$ cat src/rtl/pc_next_unit.sv
// pc_next_unit: program-counter stage of the single-cycle core.
// Selects the next PC (trap entry, mret return, taken transfer, PC+4),
// parks in an exception state on a misaligned control-transfer target
// until the CSR unit vectors the trap, and counts retired instructions.
module pc_next_unit #(
    parameter logic [31:0] RESET_PC = 32'h0000_0000
) (
    input  logic        clk,
    input  logic        rst,
    input  logic        stall,
    input  logic        br_true,
    input  logic        is_branch,
    input  logic        is_jump,
    input  logic        is_jalr,
    input  logic [31:0] alu_target,
    input  logic        trap_req,
    input  logic [31:0] trap_vector,
    input  logic        mret,
    input  logic [31:0] mepc,
    output logic [31:0] pc,
    output logic [31:0] pc_plus4,
    output logic        inst_valid,
    output logic        redirect,
    output logic        exc_valid,
    output logic [31:0] exc_tval,
    output logic [63:0] instret
);

    typedef enum logic [1:0] {
        BOOT = 2'd0,
        RUN  = 2'd1,
        EXC  = 2'd2
    } state_t;

    state_t      state;
    state_t      state_next;
    logic [31:0] target;
    logic        taken;
    logic        misaligned;
    logic [31:0] pc_next;
    logic        retire;
    logic        tval_load;

    // Sequential fetch address; wraps naturally at 2^32.
    assign pc_plus4 = pc + 32'd4;

    // Effective transfer target and its alignment check (JALR clears bit 0 first).
    always_comb begin
        target     = is_jalr ? {alu_target[31:1], 1'b0} : alu_target;
        taken      = is_jump | (is_branch & br_true);
        misaligned = taken & (target[1:0] != 2'b00);
    end

    // State register.
    always_ff @(posedge clk or posedge rst) begin
        if (rst) begin
            state <= BOOT;
        end else begin
            state <= state_next;
        end
    end

    // Next-state logic: a misaligned transfer only parks us in EXC when no
    // higher-priority event (trap, stall, mret) claims the cycle.
    always_comb begin
        state_next = state;
        case (state)
            BOOT: state_next = RUN;
            RUN: begin
                if (!trap_req && !stall && !mret && misaligned) begin
                    state_next = EXC;
                end
            end
            EXC: begin
                if (trap_req) begin
                    state_next = RUN;
                end
            end
            default: state_next = BOOT;
        endcase
    end

    // Output and datapath-control decode, in next-PC priority order.
    always_comb begin
        pc_next    = pc;
        retire     = 1'b0;
        redirect   = 1'b0;
        tval_load  = 1'b0;
        inst_valid = 1'b0;
        exc_valid  = 1'b0;
        case (state)
            RUN: begin
                inst_valid = 1'b1;
                if (trap_req) begin
                    pc_next  = trap_vector;
                    redirect = 1'b1;
                end else if (stall) begin
                    pc_next = pc;
                end else if (mret) begin
                    pc_next  = mepc;
                    retire   = 1'b1;
                    redirect = 1'b1;
                end else if (misaligned) begin
                    tval_load = 1'b1;
                end else if (taken) begin
                    pc_next  = target;
                    retire   = 1'b1;
                    redirect = 1'b1;
                end else begin
                    pc_next = pc_plus4;
                    retire  = 1'b1;
                end
            end
            EXC: begin
                exc_valid = 1'b1;
                if (trap_req) begin
                    pc_next  = trap_vector;
                    redirect = 1'b1;
                end
            end
            default: begin
                pc_next = pc;
            end
        endcase
    end

    // PC, faulting-target capture and retired-instruction counter.
    always_ff @(posedge clk or posedge rst) begin
        if (rst) begin
            pc       <= RESET_PC;
            exc_tval <= 32'd0;
            instret  <= 64'd0;
        end else begin
            pc <= pc_next;
            if (tval_load) begin
                exc_tval <= target;
            end
            if (retire) begin
                instret <= instret + 64'd1;
            end
        end
    end

endmodule

$ cat config.mk
export PLATFORM = sky130hd
export DESIGN_NAME = pc_next_unit
export DESIGN_NICKNAME = d
export VERILOG_FILES = /design/src/rtl/pc_next_unit.sv
export SDC_FILE = /design/constraint.sdc
export NUM_CORES = 1
export LEC_CHECK = 0
export CORE_MARGIN = 1
export CORE_UTILIZATION = 34
export CTS_CLUSTER_DIAMETER = 60
export DETAILED_ROUTE_END_ITERATION = 10
export PLACE_DENSITY_LB_ADDON = 0.05
export SYNTH_ARGS = -nofsm -noshare
export SYNTH_HDL_FRONTEND = slang
export SYNTH_SLANG_ARGS = --single-unit
$ cat constraint.sdc
create_clock -name clk -period 8.15 [get_ports clk]
set_input_delay 2.445 -clock clk [delete_from_list [all_inputs] [get_ports clk]]
set_output_delay 2.445 -clock clk [all_outputs]
set_load 0.05 [all_outputs]
==> metrics <==
vias in the first global route 6834; layout cells sized above 1 about a tenth; Crit Path Max Fanout 15; Tcrit/Tclk final a little under nine tenths; Fillers just over 2000; Multi-input gate area about 3800 µm²; first-pass GRT wire length ~40000 µm; Worst path slowest cell clkdlybuf4s50_1; IO Pins roughly 270; Yosys cell types between 50 and 60; CTS Hold Buffers Added 0; commonest non-fill, non-tap cell in the layout clkdlybuf4s50_1; fin crit period roughly 7 ns; wire per inst about 20 µm; required time of the worst setup path around 5.7 ns; post-layout util a little over 50%; net switching power between 0.0015 and 0.002 W; part of the power in combinational logic between 50% and 60%; CTS buffer count 17; initial detailed-routing violation count approximately 440; H-Tree Level Count 4; max-slew violations 0; Syn Inst Count between 700 and 800; # setup viols final 0; non-filler instance count after layout approximately 1300; part of the power in registers a little over a quarter; CORE AREA between 20000 and 25000 µm²; crit-path cells clkdlybuf4s50_1 > o21ai_0 > o21ai_0 > o311a_1 > clkdlybuf4s50_1; total die area 22100 µm²; area grow syn2layout 47.7%; Hold/Removal Path Class flop to flop; via count between 7000 and 8000; Worst path max stage delay 0.87 ns; antenna violations before repair 0; clock network power share between 10% and 20%; final hold slack around 0.48 ns; sequential area share after synthesis roughly 45%; Worst VDD drop 136 µV; Setup Fix Bufs, Post-CTS 0; DP HPWL approximately 18000 µm; #FFs+latches synth 130; mapped cell area about 7300 µm²; ys flop type dfrtp_1; hold path depth 1; total negative slack 0 ns; WL final approximately 26000 µm; max cap viols 0; drt first pass iters 5; Clock Tree Buf Depth 2; outcome complete, no violations; gpl congestion ~0.85; Final Hold Vio Count 0; largest net degree at the start of global routing 70; EDFF count, synth 0; async set-reset flop share out of synthesis between 90% and 100%; CTS tree yes; Worst setup SP type input pin; final setup skew 0.0108 ns; Final Cell Area 10800 µm²; Root Driver clkbuf_16; WP data arrival 4.58 ns; Slew headroom just over 30%; Critical Path End Type output pin; final antenna-violating net count 0; worst-skew pair later-pin latency around 0.42 ns; post-CTS sizing 0; worst-margin pin slew about 1.0 ns; # diodes 0; syn_area_per_cell roughly 9.5 µm²; Yosys warnings 0; IO Port Bufs between 200 and 300; Reg area around 3300 µm²; commonest non-fill, non-tap cells in the layout clkdlybuf4s50_1, dfrtp_1, nand2_1; Die Wd ~150 µm; grt ovf 0; pwr dens approximately 360 nW/µm²; number of instances in the placed design approximately 1300; # DRC 0; Cell Rows between 50 and 60; Via density ~5.4; nets 1135; Cell Area, Placed ~10000 µm²; CTS sink count 130; total internal power 0.00195 W; Pleak around 4.5 nW; Clock transition at path regs approximately 0.060 ns; initial core utilization 34.8%; Fmax ~140 MHz; Post-Syn Nets between 800 and 900; RSZ-0062 raised after global routing no; Die Y roughly 150 µm; R2R depth 7; WS Path Type input pin to output pin; GRT Overall Usage 23.5%; Sw Share 49.9%
## logic make-up (layout without fill, tap and decap cells)
kind of cell	count (synthesis)	in the layout	share of synthesized area, %
xor+xnor	88	88	10.5
simple gates	306	306	22.2
mux	35	35	5.36
flops	130	130	44.5
buf+inv	66	332	3.61
compound gates	142	142	12.9
fa+ha+maj	5	5	0.856
## cell usage after synthesis (3+ instances only)
cell type	instances	area share, %
or2_2	8	0.68
o311a_1	5	0.68
nor2_1	39	2.0
nor4_1	16	1.4
a21o_1	3	0.31
a31oi_1	11	0.94
buf_1	3	0.15
nand2b_1	5	0.43
o22ai_1	14	1.2
a31o_2	4	0.48
clkbuf_1	38	2.0
a211oi_1	4	0.41
nor3_1	35	2.4
o211ai_1	6	0.62
a2111oi_0	4	0.48
nand3b_1	3	0.31
a221oi_1	6	0.72
o21ai_0	35	2.4
a41o_1	3	0.41
a21oi_1	26	1.8
or3_1	4	0.34
nand2_1	72	3.7
inv_1	21	1.1
and2_1	4	0.34
nand3_1	45	3.1
ha_1	5	0.86
and3_1	29	2.5
nor4b_1	5	0.60
dfrtp_1	130	45
xnor2_1	47	5.6
o31a_1	3	0.36
a22oi_1	3	0.31
and4_1	7	0.84
xor2_1	41	4.9
mux2_2	33	5.1
nand4_1	24	2.1
## state kept, by name (all words and copies together) (netlist names)
| register | flops |
|---|---|
| instret | 64 |
| state | 2 |
| exc_tval | 32 |
| pc | 32 |
## worst paths after layout
path | startpoint | endpoint | slack (ns)
worst max-delay path | trap_req | redirect | 1.12
worst min-delay path | instret[63] | instret[63] | 0.48
worst max register to register | state[1] | instret[59] | 4.83
worst min register to register | instret[63] | instret[63] | 0.48
max in group asynchronous | rst | pc[28] | 4.35
min in group asynchronous | rst | instret[6] | 2.46
## per-layer routing
metal	up-vias	track usage (%)	wire (µm)
li1	3334	-	-
met1	3407	31.7	11100
met2	281	36.5	11800
met3	32	6.35	2130
met4	0	7.22	467
met5	-	0	0
## area by class of cell
class,count,share of cell area [%]
Multi-Input combinational cell,576,35.2
Sequential cell,130,30.1
Timing Repair Buffer,279,25.5
Clock buffer,18,3.98
Tap cell,275,3.19
Clock inverter,14,1.12
Inverter,21,0.777
## critical path, delay by kind of cell
kind	cells	cell delay [ns]
buf+inv	2	1.66
compound gates	3	0.48
## power groups by stage
stage               Sequential (W)  Combinational (W)  Clock, W
floorplan                  0.00155           0.000870         0
global placement           0.00101            0.00216         0
detailed placement         0.00102            0.00217         0
CTS                        0.00101            0.00217  0.000745
global route               0.00104            0.00227  0.000771
finish                     0.00101            0.00216  0.000725
## metrics by stage
stage | setup slack (ns) | total power (W)
global route | 1.01 | 0.00408
detailed placement | 1.13 | 0.00319
CTS | 1.13 | 0.00392
floorplan | 1.94 | 0.00242
finish | 1.12 | 0.00390
global placement | 1.13 | 0.00318
Power figures use the tool's default switching activity.
